File: src/rtl/keypad_scan.sv
// -----------------------------------------------------------------------------
// keypad_scan
//
// Purpose:
//   Scans a 4x4 matrix keypad one column at a time and turns the raw matrix
//   into debounced, one-cycle key events for the game FSM. This is the input
//   counterpart of the multiplexed 7-segment driver and runs in the same clk
//   domain.
//
//   Each column is driven low for SCAN_DIV clocks. The row lines are sampled
//   at the end of the slot, so they have settled for at least SCAN_DIV-2
//   cycles after the 2-FF synchronizer. Four column slots form one frame.
//   Once a frame is complete, it is reduced to a single candidate key: the
//   lowest pressed code, or "none". A key is accepted only after the same
//   candidate is seen in DEBOUNCE consecutive frames. A release is accepted
//   only after DEBOUNCE consecutive empty frames.
//
// Parameters:
//   SCAN_DIV  clocks per column slot (>= 4)
//   DEBOUNCE  identical frames needed to accept a press or release (1..15)
//
// Ports:
//   clk        system clock
//   rst        synchronous reset, active-high
//   row_in     keypad rows, active-low, asynchronous to clk
//   col_out    column drive, active-low, exactly one bit low
//   key_code   code of the last accepted key (row*4 + col)
//   key_valid  one-cycle pulse when a debounced press is accepted
//   key_held   high while the accepted key is considered pressed
// -----------------------------------------------------------------------------
module keypad_scan #(
    parameter int SCAN_DIV = 1350,
    parameter int DEBOUNCE = 4
) (
    input  logic       clk,
    input  logic       rst,
    input  logic [3:0] row_in,
    output logic [3:0] col_out,
    output logic [3:0] key_code,
    output logic       key_valid,
    output logic       key_held
);

    localparam int                DIV_W    = (SCAN_DIV > 1) ? $clog2(SCAN_DIV) : 1;
    localparam logic [DIV_W-1:0]  DIV_LAST = DIV_W'(SCAN_DIV - 1);
    localparam logic [DIV_W-1:0]  DIV_ONE  = DIV_W'(1);
    localparam logic [3:0]        DEB_MAX  = 4'(DEBOUNCE);

    typedef enum logic [0:0] {
        IDLE    = 1'b0,
        PRESSED = 1'b1
    } state_t;

    // Active-low drive pattern for a column index.
    function automatic logic [3:0] col_drive(input logic [1:0] c);
        logic [3:0] one_hot;
        one_hot = 4'b0001 << c;
        return ~one_hot;
    endfunction

    // Lowest-index pressed key in a frame, returned as {none, code}.
    // The loop runs from high to low so that the smallest code wins.
    function automatic logic [4:0] first_key(input logic [15:0] f);
        logic [4:0] res;
        res = 5'b1_0000;
        for (int i = 15; i >= 0; i--) begin
            if (f[i]) begin
                res = {1'b0, 4'(i)};
            end else begin
                res = res;
            end
        end
        return res;
    endfunction

    // ---------------------------------------------------------------- state
    logic [3:0]       row_meta_r;
    logic [3:0]       row_sync_r;
    logic [DIV_W-1:0] div_r;
    logic [1:0]       col_r;
    logic [15:0]      frame_r;
    logic             eval_r;
    logic             prev_none_r;
    logic [3:0]       prev_code_r;
    logic [3:0]       stab_cnt_r;
    state_t           state_r;

    // ------------------------------------------------------------ combinational
    logic             tick_s;
    logic [15:0]      frame_next_s;
    logic [4:0]       cand_s;
    logic             cand_none_s;
    logic [3:0]       cand_code_s;
    logic             same_s;
    logic [3:0]       cnt_next_s;
    logic             stable_s;

    assign tick_s      = (div_r == DIV_LAST);
    assign cand_s      = first_key(frame_r);
    assign cand_none_s = cand_s[4];
    assign cand_code_s = cand_s[3:0];

    // Two-flop synchronizer for the asynchronous row lines. Its idle value is
    // "nothing pressed".
    always_ff @(posedge clk) begin
        if (rst) begin
            row_meta_r <= 4'b1111;
            row_sync_r <= 4'b1111;
        end else begin
            row_meta_r <= row_in;
            row_sync_r <= row_meta_r;
        end
    end

    // Next frame contents. The buffer is cleared on the evaluation cycle.
    // At the end of a column slot, the four row bits for that column are
    // stored at code positions row*4 + col.
    always_comb begin
        frame_next_s = frame_r;
        if (eval_r) begin
            frame_next_s = 16'h0000;
        end else begin
            frame_next_s = frame_r;
        end
        if (tick_s) begin
            for (int r = 0; r < 4; r++) begin
                frame_next_s[{2'(r), col_r}] = ~row_sync_r[r];
            end
        end else begin
            frame_next_s = frame_next_s;
        end
    end

    // Column divider, column rotation, and frame capture. eval_r flags the
    // cycle right after the column-3 sample, when the frame is complete.
    always_ff @(posedge clk) begin
        if (rst) begin
            div_r   <= '0;
            col_r   <= 2'd0;
            col_out <= 4'b1110;
            frame_r <= 16'h0000;
            eval_r  <= 1'b0;
        end else begin
            frame_r <= frame_next_s;
            eval_r  <= tick_s && (col_r == 2'd3);
            if (tick_s) begin
                div_r   <= '0;
                col_r   <= col_r + 2'd1;
                col_out <= col_drive(col_r + 2'd1);
            end else begin
                div_r   <= div_r + DIV_ONE;
            end
        end
    end

    // Stability bookkeeping: is this frame's candidate the same as the last
    // one? If so, extend the run (saturating); otherwise start a new run at 1.
    // "none" counts as a candidate, so runs of empty frames count too.
    always_comb begin
        same_s = (cand_none_s == prev_none_r) &&
                 (cand_none_s || (cand_code_s == prev_code_r));
        if (same_s) begin
            if (stab_cnt_r >= DEB_MAX) begin
                cnt_next_s = DEB_MAX;
            end else begin
                cnt_next_s = stab_cnt_r + 4'd1;
            end
        end else begin
            cnt_next_s = 4'd1;
        end
        stable_s = (cnt_next_s >= DEB_MAX);
    end

    // Debounce counter and press/release FSM with registered outputs. The FSM
    // acts only on evaluation cycles, so key_valid cannot be high on
    // back-to-back cycles. In PRESSED, a change to another key is tracked by
    // the counter but produces no event. Only a debounced empty run releases.
    always_ff @(posedge clk) begin
        if (rst) begin
            state_r     <= IDLE;
            stab_cnt_r  <= 4'd0;
            prev_none_r <= 1'b1;
            prev_code_r <= 4'd0;
            key_code    <= 4'd0;
            key_valid   <= 1'b0;
            key_held    <= 1'b0;
        end else begin
            key_valid <= 1'b0;
            if (eval_r) begin
                stab_cnt_r  <= cnt_next_s;
                prev_none_r <= cand_none_s;
                prev_code_r <= cand_code_s;
                case (state_r)
                    IDLE: begin
                        if (!cand_none_s && stable_s) begin
                            key_code  <= cand_code_s;
                            key_valid <= 1'b1;
                            key_held  <= 1'b1;
                            state_r   <= PRESSED;
                        end else begin
                            state_r   <= IDLE;
                        end
                    end
                    PRESSED: begin
                        if (cand_none_s && stable_s) begin
                            key_held <= 1'b0;
                            state_r  <= IDLE;
                        end else begin
                            state_r  <= PRESSED;
                        end
                    end
                    default: begin
                        key_held <= 1'b0;
                        state_r  <= IDLE;
                    end
                endcase
            end else begin
                state_r <= state_r;
            end
        end
    end

endmodule
File: config.mk
export PLATFORM = sky130hd
export DESIGN_NAME = keypad_scan
export DESIGN_NICKNAME = d
export VERILOG_FILES = /design/src/rtl/keypad_scan.sv
export SDC_FILE = /design/constraint.sdc
export NUM_CORES = 1
export LEC_CHECK = 0
export CORE_UTILIZATION = 30
export CTS_CLUSTER_DIAMETER = 60
export DETAILED_ROUTE_END_ITERATION = 8
export SYNTH_ARGS = -nofsm -noshare
export SYNTH_HDL_FRONTEND = slang
export SYNTH_SLANG_ARGS = --single-unit
export TNS_END_PERCENT = 50
File: constraint.sdc
create_clock -name clk -period 1.9 [get_ports clk]
set_clock_uncertainty 0.1 [all_clocks]
set_input_delay 0.57 -clock clk [delete_from_list [all_inputs] [get_ports clk]]
set_output_delay 0.57 -clock clk [all_outputs]
set_load 0.01 [all_outputs]
-- Word level (Yosys, flattened, before mapping)
Cells that the tools add are included.
- register bits after elaboration: 58
- input bits: 6
- output and inout bits: 10
- word-level logic and storage cells: 93
- $add $sub $neg: 3
- magnitude comparators: 10
- equality and inequality tests: 6
- shift operators: 1
- multiplexer cells: 38
- bitwise logic cells: 7
- reduce and logical (&&, ||, !) cells: 14
- operators with widths (kind ; number):
    2-to-1 mux 5 bit ; 16
    bitwise mux 16 bit ; 4
    2-to-1 mux 16 bit ; 2
    adder 11 x 1 -> 11 bit (second input constant) ; 1
    == test 11 bit (second input constant) ; 1
    less-than comparator 4 x 5 -> 1 bit (second input constant) ; 2
    demux 1 bit (select 2 bit) ; 4
    >= comparator 4 x 1 -> 1 bit (second input constant) ; 2
    >= comparator 4 x 3 -> 1 bit (second input constant) ; 2
    logical AND 1 bit ; 8
    2-to-1 mux 1 bit ; 8
    2-to-1 mux 4 bit ; 2
    inverter 1 bit ; 6
    AND reduction 3 bit ; 2
    less-than comparator 2 x 5 -> 1 bit (second input constant) ; 1
    less-than comparator 3 x 5 -> 1 bit (second input constant) ; 1
    adder 4 x 1 -> 4 bit (second input constant) ; 1
    == test 4 bit ; 1
    inverter 4 bit ; 1
    case mux 1 bit (2 select lines) ; 2
    left shift 1 x 2 -> 4 bit (first input constant) ; 1
    >= comparator 3 x 1 -> 1 bit (second input constant) ; 1
    OR reduction 3 bit ; 1
    adder 2 x 1 -> 2 bit (second input constant) ; 1
    other kinds (8) ; 8

-- Longest topological paths before layout
- depth after elaboration: 24
- gate-level depth with buffers: 8

-- Worst setup path before layout
OpenSTA, ideal clock, no wires.
- kind: reg-to-reg
- from: reg frame_r[11]
- to: reg stab_cnt_r[0]
- library setup time: 0.116 ns
- data arrival time: 1.771 ns
- data required time: 1.684 ns
- setup slack: -0.087 ns
- cell stages (with the launch flop): 7
- buffers on the path: 0
- cell sequence: dfxtp_1 or4_4 o21ai_4 and3_4 o211a_4 o211ai_4 a41o_1
- longest elaborated chain between the ends: 16
- RTL lines (item ; RTL line ; source):
    from (decl) ; 81 ; logic [15:0] frame_r;
    from (signal assigned) ; 144 ; frame_r <= frame_next_s;
    2-to-1 mux 5 bit * (12 in series) ; 67 ; if (f[i]) begin
    == test 4 bit ; 161 ; (cand_none_s || (cand_code_s == prev_code_r));
    logical OR 1 bit ; 161 ;
    logical AND 1 bit * ; 160 ; same_s = (cand_none_s == prev_none_r) &&
    2-to-1 mux 4 bit * ; 162 ; if (same_s) begin
    to (signal assigned) ; 190 ; stab_cnt_r <= cnt_next_s;
    to (decl) ; 85 ; logic [3:0] stab_cnt_r;
Mark *: on every way between the ends. The rest lies on a longest branch, timed or not.
A chain may end at the register's enable or synchronous reset.

-- Worst setup path after layout
- from: reg frame_r[10]
- to: reg key_code[2]
- longest elaborated chain between the ends: 18
- RTL lines (item ; RTL line ; source):
    2-to-1 mux 5 bit * (11 in series) ; 67 ;
    == test 4 bit ; 161 ;
    logical OR 1 bit ; 161 ;
    logical AND 1 bit ; 160 ;
    2-to-1 mux 4 bit ; 162 ;
    >= comparator 4 x 3 -> 1 bit ; 171 ; stable_s = (cnt_next_s >= DEB_MAX);
    logical AND 1 bit ; 195 ; if (!cand_none_s && stable_s) begin
    AND reduction 3 bit (no source line) ; -- ;
    to (signal assigned) ; 196 ; key_code <= cand_code_s;
    to (decl) ; 39 ; output logic [3:0] key_code,
Marks and branches as above.

==> results.json <==
{
  "maxCapViolCount": 0,
  "tightestPinTransition_ns": 0.474,
  "avgSynthCellArea_sq_um": 8.81,
  "crit_path_end_kind": "register",
  "synth_top_family_by_area": "simple AND/OR/NAND/NOR gates",
  "ys_seq_area_share_pct": 43.1,
  "io_pins": 16,
  "postSynthCellCount": 306,
  "io_buffer_count": 15,
  "async_reset_ff_share_pct": 0,
  "r2r-start": "frame_r[10]",
  "vdd_drop_max_mv": 0.341,
  "synth_cell_type_count": 52,
  "synth_area_sq_um": 2700,
  "synth_top_area_cell": "dfxtp_1",
  "grt_util_all_layers_pct": 14.1,
  "slew_viol_final": 0,
  "power.density_nw_per_um2": 672,
  "synth_xor_area_share_pct": 3.25,
  "clk_latency_ns": 0.34,
  "max_freq_ghz": 0.501,
  "critPathRequiredTime_ns": 2.02,
  "fin_util_pct": 42.0,
  "yosysMostFrequentCell": "nor2_1",
  "worstSetupPathType": "reg -> reg",
  "setup_violations": 9,
  "first_pass_iters": 4,
  "hold_viol": 0,
  "cts_tree": "done",
  "r2r_setup_slack_ns": -0.1,
  "yosys.area.top_type_share_pct": 43.1,
  "grt_pass1_wl_microns": 10800,
  "finalCritPeriodShare_pct": 105,
  "num-fill-cells": 859,
  "h-tree-depth": 3,
  "synth-compound-area-share_pct": 20.6,
  "wl_per_cell_microns": 13.0,
  "antenna_found_initial": 0,
  "rr_endpoint": "key_code[2]",
  "synthMuxAreaShare_pct": 0,
  "postCtsHoldBufs": 0,
  "critPathLaunch": "frame_r[10]",
  "min_path_type": "reg -> reg",
  "cts.clk_slew.worst_paths_ns": 0.07,
  "clock_path_buffers": 2,
  "violations": "setup timing",
  "ys.flop_type": "dfxtp_1",
  "overflow": 0,
  "fp.dieArea_sq_um": 9370,
  "dp_slack_ns": -0.251,
  "die_y_microns": 96.8,
  "clock-sinks": 58,
  "outcome": "complete, but fails checks",
  "drt_iter0_markers": 115,
  "start_util_pct": 30.9,
  "vias_per_cell": 4.95,
  "synthTopCellsByArea": "dfxtp_1, nor2_1, ha_1, a31oi_1, nand2_1",
  "synth_edf_count": 0,
  "cp-start-kind": "register",
  "rsz0062_at_grt": "yes",
  "drive_gt1_share_pct": 29.9,
  "synthTopCellsByCount": "nor2_1, dfxtp_1, nand2_1, a31oi_1, ha_1",
  "final_cell_area_sq_um": 3660,
  "fin_crit_ns": 2.00,
  "core_sq_um": 8720,
  "rows": 34,
  "syn_nets": 323,
  "hold_path_depth": 1,
  "gp_congestion": 0.809,
  "grt_max_degree": 29,
  "yosys.area_share.simple_pct": 25.0,
  "cts_buffers": 9,
  "yosys.area_share.adder_pct": 5.11,
  "dpl_cell_area_sq_um": 3310,
  "ys_ff_latch": 58,
  "drtAntennaViolNets": 0,
  "routed_wirelength_microns": 6260,
  "relSlewSlack_pct": 68.3,
  "hpwl_microns": 4390,
  "n_antenna_cell": 0,
  "ys_warn_count": 0,
  "grt_pass1_vias": 2301,
  "crit_fanout": 4,
  "arrival_ns": 2.12,
  "use_met2_pct": 22.8,
  "whs_ns": 0.309,
  "drc": 0,
  "clock-root-buffer": "clkbuf_8",
  "met1_usage_pct": 17.8,
  "cp-endpoint": "key_code[2]",
  "nets": 387,
  "dr_total_vias": 2391,
  "fp.dieW_microns": 96.8,
  "timing.final.ws_setup_ns": -0.0960,
  "top_usage_layer": "met2",
  "grt_util_met3_pct": 3.97,
  "worstRegToRegCells": 6,
  "power_leakage_nw": 1.52,
  "syn2layout_area_growth_pct": 35.9
}
logic make-up after synthesis:
family          Yosys count
flops                    58
simple gates            135
buf+inv                  21
xor+xnor                 10
fa+ha+maj                11
compound gates           71
worst min path at each step:
stage	to	from
floorplan	row_sync_r[0]	row_meta_r[0]
global placement	row_sync_r[0]	row_meta_r[0]
detailed placement	row_sync_r[0]	row_meta_r[0]
CTS	row_sync_r[0]	row_meta_r[0]
global route	row_sync_r[1]	row_meta_r[1]
finish	row_sync_r[1]	row_meta_r[1]
report_power, final:
part	switching (W)	internal [W]	total, W	leakage (nW)
logic	0.0000342	0.0000349	0.0000691	0.953
registers	0.00000904	0.00123	0.00124	0.474
clock network	0.000514	0.000640	0.00115	0.0945
total	0.000557	0.00190	0.00246	1.52
routing by layer:
metal	wire (microns)	part of all wire, %
met1	2950	47
met2	3000	48
met3	222	3.5
met4	89	1.4
met5	0	0
area by class of cell:
class | count | area [sq um] | share of cell area [%]
inverters | 9 | 33.8 | 0.922
flip-flops and latches | 58 | 1170 | 32.0
clock buffers | 10 | 138 | 3.76
well taps | 108 | 135 | 3.69
repair buffers | 65 | 557 | 15.2
clock inverters | 6 | 66.3 | 1.81
multi-input cells | 227 | 1560 | 42.6
critical path, cell delays in order (launching register included):
cell,delay (ns)
dfxtp_2,0.32
or4_4,0.55
o21ai_4,0.17
and3_4,0.20
o211ai_1,0.16
o31ai_1,0.28
nand3_1,0.10
placed cells by master, fill, tap and decap left out, types with 10 or more instances in the layout:
master	netlist	layout
nor2_1	60	60
clkbuf_8	0	10
buf_4	0	49
ha_1	11	11
nand2_1	17	14
nand3_1	10	10
a31oi_1	16	16
dfxtp_1	58	50
state kept, by name, summed over array words and instances (netlist names), 2 cells and up, named ones only:
| name | count |
|---|---|
| stab_cnt_r | 4 |
| prev_code_r | 4 |
| frame_r | 16 |
| div_r | 11 |
| col_out | 4 |
| row_meta_r | 4 |
| row_sync_r | 4 |
| key_code | 4 |
| col_r | 2 |
through the flow:
stage               TNS, ns  cells  power (W)
floorplan           -0.0703    306    0.00130
global placement     -0.894    464    0.00133
detailed placement    -1.33    464    0.00133
CTS                  -0.596    483    0.00250
global route          -1.34    483    0.00257
finish               -0.538    483    0.00246
what timing repair did:
action	CTS	global route
setup endpoints to repair	11	34
pin swaps	13	10
gates resized for setup	14	27
buffers inserted	3	0
Power figures use the tool's default switching activity.
